<file path="src/rtl/ahb_enum_pkg.sv">
// Shared AHB encodings and the command-master FSM state type.
// The master's optional RETRY/SPLIT reissue is enabled with AHB_MASTER_RETRY_EN (see ahb_cmd_master).
package ahb_enum;

  localparam logic [1:0] AHB_TRANS_IDLE   = 2'b00;
  localparam logic [1:0] AHB_TRANS_BUSY   = 2'b01;
  localparam logic [1:0] AHB_TRANS_NONSEQ = 2'b10;
  localparam logic [1:0] AHB_TRANS_SEQ    = 2'b11;

  localparam logic [2:0] AHB_BURST_SINGLE = 3'b000;
  localparam logic [2:0] AHB_BURST_INCR   = 3'b001;

  localparam logic [1:0] AHB_RESP_OKAY  = 2'b00;
  localparam logic [1:0] AHB_RESP_ERROR = 2'b01;
  localparam logic [1:0] AHB_RESP_RETRY = 2'b10;
  localparam logic [1:0] AHB_RESP_SPLIT = 2'b11;

  typedef enum logic [2:0] {
    S_IDLE,
    S_REQ,
    S_XFER,
    S_LAST,
    S_ERR
  } ahb_master_state_t;

endpackage

</file>
<file path="src/rtl/ahb_addr_incr.sv">
// Next beat address for an INCR burst and a flag when that step leaves the current 1 KB page.
module ahb_addr_incr
  import ahb_enum::*;
#(
  parameter int A_WIDTH = 32
) (
  input  logic [A_WIDTH-1:0] addr,
  input  logic [2:0]         size,
  output logic [A_WIDTH-1:0] next_addr,
  output logic               cross_1k
);

  always_comb begin
    next_addr = addr + (A_WIDTH'(1) << size);
    cross_1k  = next_addr[A_WIDTH-1:10] != addr[A_WIDTH-1:10];
  end

endmodule

</file>
<file path="src/rtl/ahb_cmd_master.sv">
// Command-driven AHB initiator: turns single/INCR commands into arbitrated, pipelined transfers.
// Define AHB_MASTER_RETRY_EN to reissue a beat after RETRY/SPLIT instead of aborting as on ERROR.
module ahb_cmd_master
  import ahb_enum::*;
#(
  parameter int A_WIDTH = 32,
  parameter int D_WIDTH = 32,
  parameter int L_WIDTH = 8
) (
  input  logic               hclk_i,
  input  logic               hrst_i,
  input  logic               cmd_valid_i,
  output logic               cmd_ready_o,
  input  logic [A_WIDTH-1:0] cmd_addr_i,
  input  logic               cmd_write_i,
  input  logic [2:0]         cmd_size_i,
  input  logic [L_WIDTH-1:0] cmd_len_i,
  input  logic [3:0]         cmd_prot_i,
  input  logic               wr_valid_i,
  output logic               wr_ready_o,
  input  logic [D_WIDTH-1:0] wr_data_i,
  output logic               rd_valid_o,
  output logic [D_WIDTH-1:0] rd_data_o,
  output logic               rd_last_o,
  output logic               done_o,
  output logic               err_o,
  output logic               hbusreq_o,
  input  logic               hgrant_i,
  output logic [A_WIDTH-1:0] haddr_o,
  output logic [3:0]         hprot_o,
  output logic [2:0]         hsize_o,
  output logic [1:0]         htrans_o,
  output logic [2:0]         hburst_o,
  output logic               hwrite_o,
  output logic [D_WIDTH-1:0] hwdata_o,
  input  logic [1:0]         hresp_i,
  input  logic               hready_i,
  input  logic [D_WIDTH-1:0] hrdata_i,
  output ahb_master_state_t  dbg_state_o
);

  localparam logic [L_WIDTH:0] BEAT_ONE = (L_WIDTH+1)'(1);

  ahb_master_state_t state, state_nxt;

  logic [A_WIDTH-1:0] addr_q, dp_addr_q, addr_nxt;
  logic [L_WIDTH:0]   beats_q;
  logic [D_WIDTH-1:0] hwdata_q;
  logic [2:0]         size_q, burst_q;
  logic [3:0]         prot_q;
  logic               write_q, own_q, first_q, dp_valid_q, replay_q;
  logic               cross_1k, accept_cmd, issue, data_ok, resp_fail, retry_hit, err_hit;

  ahb_addr_incr #(.A_WIDTH(A_WIDTH)) u_incr (
    .addr      (addr_q),
    .size      (size_q),
    .next_addr (addr_nxt),
    .cross_1k  (cross_1k)
  );

  // Handshakes: cmd and wr beats transfer on a cycle where valid && ready are both high;
  // rd_valid_o is a single-cycle strobe with no backpressure.
  assign accept_cmd = cmd_valid_i && cmd_ready_o;
  assign data_ok    = dp_valid_q && hready_i && (hresp_i == AHB_RESP_OKAY);
  assign resp_fail  = dp_valid_q && !hready_i && (hresp_i != AHB_RESP_OKAY);
`ifdef AHB_MASTER_RETRY_EN
  assign retry_hit  = resp_fail && (hresp_i != AHB_RESP_ERROR);
`else
  assign retry_hit  = 1'b0;
`endif
  assign err_hit    = resp_fail && !retry_hit;

  always_ff @(posedge hclk_i or posedge hrst_i) begin
    if (hrst_i) state <= S_IDLE;
    else        state <= state_nxt;
  end

  always_comb begin
    state_nxt = state;
    htrans_o  = AHB_TRANS_IDLE;
    hbusreq_o = 1'b0;
    done_o    = 1'b0;
    err_o     = 1'b0;
    case (state)
      S_IDLE: if (accept_cmd) state_nxt = S_REQ;
      S_REQ: begin
        hbusreq_o = 1'b1;
        if (hgrant_i && hready_i) state_nxt = S_XFER;
      end
      S_XFER: begin
        hbusreq_o = 1'b1;
        // A write beat without data stalls: IDLE if it starts a sequence, BUSY mid-burst.
        if (own_q) begin
          if (write_q && !replay_q && !wr_valid_i)
            htrans_o = first_q ? AHB_TRANS_IDLE : AHB_TRANS_BUSY;
          else
            htrans_o = first_q ? AHB_TRANS_NONSEQ : AHB_TRANS_SEQ;
        end
        if (hready_i && htrans_o[1] && beats_q == BEAT_ONE) state_nxt = S_LAST;
      end
      S_LAST: if (data_ok) begin
        done_o    = 1'b1;
        state_nxt = S_IDLE;
      end
      S_ERR: if (hready_i) begin
        done_o    = 1'b1;
        err_o     = 1'b1;
        state_nxt = S_IDLE;
      end
      default: state_nxt = S_IDLE;
    endcase
    if (retry_hit) state_nxt = S_REQ;
    if (err_hit)   state_nxt = S_ERR;
  end

  assign issue       = (state == S_XFER) && htrans_o[1] && hready_i;
  assign wr_ready_o  = issue && write_q && !replay_q;
  assign rd_valid_o  = data_ok && !write_q;
  assign rd_data_o   = rd_valid_o ? hrdata_i : '0;
  assign rd_last_o   = rd_valid_o && (state == S_LAST);
  assign cmd_ready_o = (state == S_IDLE) && !hrst_i;
  assign haddr_o     = addr_q;
  assign hsize_o     = size_q;
  assign hprot_o     = prot_q;
  assign hburst_o    = burst_q;
  assign hwrite_o    = write_q;
  assign hwdata_o    = hwdata_q;
  assign dbg_state_o = state;

  always_ff @(posedge hclk_i or posedge hrst_i) begin
    if (hrst_i) begin
      addr_q     <= '0;
      dp_addr_q  <= '0;
      beats_q    <= '0;
      hwdata_q   <= '0;
      size_q     <= '0;
      burst_q    <= AHB_BURST_SINGLE;
      prot_q     <= '0;
      write_q    <= 1'b0;
      own_q      <= 1'b0;
      first_q    <= 1'b0;
      dp_valid_q <= 1'b0;
      replay_q   <= 1'b0;
    end else begin
      if (hready_i) begin
        own_q      <= hgrant_i;
        dp_valid_q <= issue;
      end
      if (accept_cmd) begin
        addr_q   <= cmd_addr_i;
        size_q   <= cmd_size_i;
        prot_q   <= cmd_prot_i;
        write_q  <= cmd_write_i;
        burst_q  <= (cmd_len_i == '0) ? AHB_BURST_SINGLE : AHB_BURST_INCR;
        beats_q  <= {1'b0, cmd_len_i} + BEAT_ONE;
        first_q  <= 1'b1;
        replay_q <= 1'b0;
      end
      // Losing the address bus forces the next beat to restart the sequence.
      if (state == S_XFER && !own_q) first_q <= 1'b1;
      if (issue) begin
        addr_q    <= addr_nxt;
        dp_addr_q <= addr_q;
        beats_q   <= beats_q - BEAT_ONE;
        first_q   <= cross_1k;
        replay_q  <= 1'b0;
        if (write_q && !replay_q) hwdata_q <= wr_data_i;
      end
      if (resp_fail) dp_valid_q <= 1'b0;
      // Rewind to the failed beat; its write data is still sitting in hwdata_q.
      if (retry_hit) begin
        addr_q   <= dp_addr_q;
        beats_q  <= beats_q + BEAT_ONE;
        first_q  <= 1'b1;
        replay_q <= write_q;
      end
    end
  end

endmodule

</file>
<file path="config.mk">
export PLATFORM = sky130hd
export DESIGN_NAME = ahb_cmd_master
export DESIGN_NICKNAME = d
export VERILOG_FILES = /design/src/rtl/ahb_enum_pkg.sv /design/src/rtl/ahb_addr_incr.sv /design/src/rtl/ahb_cmd_master.sv
export SDC_FILE = /design/constraint.sdc
export NUM_CORES = 1
export LEC_CHECK = 0
export CAP_MARGIN = 20
export CORE_MARGIN = 1
export CORE_UTILIZATION = 40
export DETAILED_ROUTE_END_ITERATION = 10
export HOLD_SLACK_MARGIN = 0.02
export PLACE_DENSITY = 0.84
export SETUP_SLACK_MARGIN = 0.5
export SLEW_MARGIN = 30
export SYNTH_ARGS = -nofsm -noshare
export SYNTH_HDL_FRONTEND = slang
export SYNTH_SLANG_ARGS = --single-unit
</file>
<file path="constraint.sdc">
create_clock -name hclk_i -period 4.2 [get_ports hclk_i]
set_input_delay 0.84 -clock hclk_i [delete_from_list [all_inputs] [get_ports hclk_i]]
set_output_delay 0.84 -clock hclk_i [all_outputs]
set_load 0.005 [all_outputs]
</file>
==> flow_summary.ini <==
[status]
run_status = finished clean

[floorplanning]
die_width_um = 114
core_area_mm2 = 0.0121
die-area_mm2 = 0.0130
placement_rows = 40
num_io_pins = 239
chipHeight_um = 114
initial_utilization_pct = 41.5

[pwr]
total_leakage_power_nw = 3.21
cellPowerDensity_mw_per_mm2 = 565
worst_ir_drop_vdd_uv = 250

[global_route]
grt_pass1_vias = 5087
grt_start_max_net_pins = 60
grt_antenna_before_repair = 0
grt_overflow_total = 0
grt.total_usage_pct = 23.9
grt_first_pass_wirelength_mm = 24.5

[critical_path]
worstPathArrival_ps = 2740
worst-endpoint-required_ps = 3360
kind_of_start_point_of_the_critical_path = primary input
crit_path_max_fanout = 34
criticalPathCategory = primary input to output port
crit_path_end_kind = output port

[synth]
yosys_warnings = 0
synth_async_reset_ratio_pct = 100
synth-edff-count = 0
ys_seq_elements = 88
synthesis.instances = 521
netlist-cell-type-count = 62
post_synth.cell_area_avg_um2 = 9.65
most_used_flip_flop_cell_after_synthesis = dfrtp_1
synth_sequential_area_ratio_pct = 43.8
post_synth_instance_area_mm2 = 0.00503

[timing]
finalSetupViolations = 0
setup-tns-final_ps = 0
setup_ws_ps = 620
max_slew.worst_pin.slew_ps = 739
max_slew_headroom_at_the_worst_pin_pct = 50.7
post_layout_min_period_ps = 3580
max_clock_freq_mhz = 279
grt_setup_unrepaired = no
final.period_utilization_pct = 85.2
worst_clock_skew_ps = 8.32
fin_max_slew_vios = 0
hold_violations = 0

[detailed_routing]
avgViaCountPerCell = 5.52
ant_nets = 0
firstDrtPassIters = 5
drtIter0Drc = 362
wl_mm = 15.6
drcViolationCount = 0
routed_length_per_instance_um = 17.0
detailroute.via_count = 5068

[clocking]
clk_root_buffer_cell = clkbuf_16
post-cts-setup-buffers = 0
htree_num_levels = 3
clock_sink_count = 88
clkLatencyLatePin_ps = 340
clk_transition_reported_paths_ps = 70
cts_tree = done
cts-resized-gates = 0
tritoncts.num_buffers = 9
cts_max_path_buffers = 2
ctsHoldBuffers = 0

[layout]
num-nets-final = 878
layout-area-overhead-vs-synth_pct = 55.5
layout.core_utilization_pct = 64.5
antenna-diode-count = 0
final_design_area_no_fill_mm2 = 0.00782
n_fill_cell = 994
mostFrequentLayoutCells = clkdlybuf4s50_1, dfrtp_1, nand2_1
drive_gt1_share_pct = 9.20
multi_input_area_mm2 = 0.00264
seq_area_mm2 = 0.00220
most_common_library_cell_in_the_layout_ignoring_fill_and_taps = clkdlybuf4s50_1

[placed_design]
port-buffer-count = 236
place_congestion = 0.856
dpl-instance-area_mm2 = 0.00752
place_worst_setup_slack_ps = 580
hpwlAfterDp_mm = 11.8

[job]
timing.max_cap.violations = 0

[min_path]
timing.hold.worst.class = register to register
[synth_stat cells (all sizes together) (5+ instances only)]
master | n | share of area (%)
clkbuf | 20 | 1.5
nor2 | 24 | 1.8
dfrtp | 88 | 44
nor4 | 5 | 0.62
ha | 12 | 3.0
xnor2 | 6 | 1.0
nand3 | 23 | 2.4
a211oi | 7 | 1.1
nand4 | 7 | 0.87
nor3 | 6 | 0.60
and3 | 7 | 0.87
o311ai | 12 | 2.1
nor3b | 7 | 1.0
a21oi | 16 | 1.6
and2 | 33 | 4.1
buf | 12 | 1.4
mux2 | 34 | 7.6
inv | 12 | 0.90
a22oi | 8 | 1.2
xor2 | 6 | 1.0
a21o | 5 | 0.75
o211ai | 24 | 3.7
o21ai | 15 | 1.5
nand2 | 75 | 5.6
[sequential cells by signal, summed over array words and instances, names as in the netlist]
| name | flops |
|---|---|
| hsize_o | 3 |
| beats_q | 9 |
| hburst_o | 1 |
| hwdata_o | 32 |
| dp_valid_q | 1 |
| first_q | 1 |
| hwrite_o | 1 |
| own_q | 1 |
| hprot_o | 4 |
| haddr_o | 32 |
| dbg_state_o | 3 |
[final timing paths]
path | endpoint | startpoint | cells past startpoint | slack (ps)
max reg2reg | haddr_o[22] | hsize_o[2] | 8 | 1060
min in group asynchronous | dp_valid_q | hrst_i | 2 | 890
max in group asynchronous | haddr_o[21] | hrst_i | 3 | 2170
min | hprot_o[1] | hprot_o[1] | 2 | 490
max | rd_data_o[6] | hready_i | 6 | 620
min reg2reg | hprot_o[1] | hprot_o[1] | 2 | 490
[report_power, final]
| group | switching, mW | internal (mW) |
|---|---|---|
| clock network | 0.365 | 0.413 |
| registers | 0.405 | 1.24 |
| logic | 0.794 | 1.20 |
[cell families after synthesis]
logic type	count (synthesis)	synth area share (%)
simple gates	211	22.1
compound gates	117	16.9
flops	88	43.8
buf+inv	44	3.83
mux	35	7.82
fa+ha+maj	13	3.39
xor+xnor	12	2.09
other cells	1	0.0746
[worst max-delay path: stages]
cell and delay (ps):
clkdlybuf4s50_1 580, inv_1 190, nor3_2 240, buf_6 220
and2_1 150, clkdlybuf4s50_1 500
[stage by stage]
step	cells	hold WS, ps	total power [mW]
2_1_floorplan	522	470	2.51
3_3_place_gp	902	462	3.54
3_5_place_dp	902	474	3.64
4_1_cts	918	491	4.43
5_1_grt	918	516	4.70
6_report	918	487	4.41
[layout make-up]
class                           count  share of cell area [%]
Multi-Input combinational cell    390                    33.8
Timing Repair Buffer              244                    31.0
Clock buffer                        9                    2.88
Tap cell                          168                    2.69
Sequential cell                    88                    28.2
Clock inverter                      7                   0.800
Inverter                           12                   0.592
[per-layer routing]
layer | wire [um] | vias to the layer above | track usage [%]
li1 | - | 2364 | -
met5 | 0 | - | 0
met4 | 375 | 0 | 9.35
met3 | 946 | 29 | 3.76
met1 | 6210 | 2454 | 28.2
met2 | 8110 | 221 | 43.4
No activity file was read; power rests on OpenSTA's default activity.
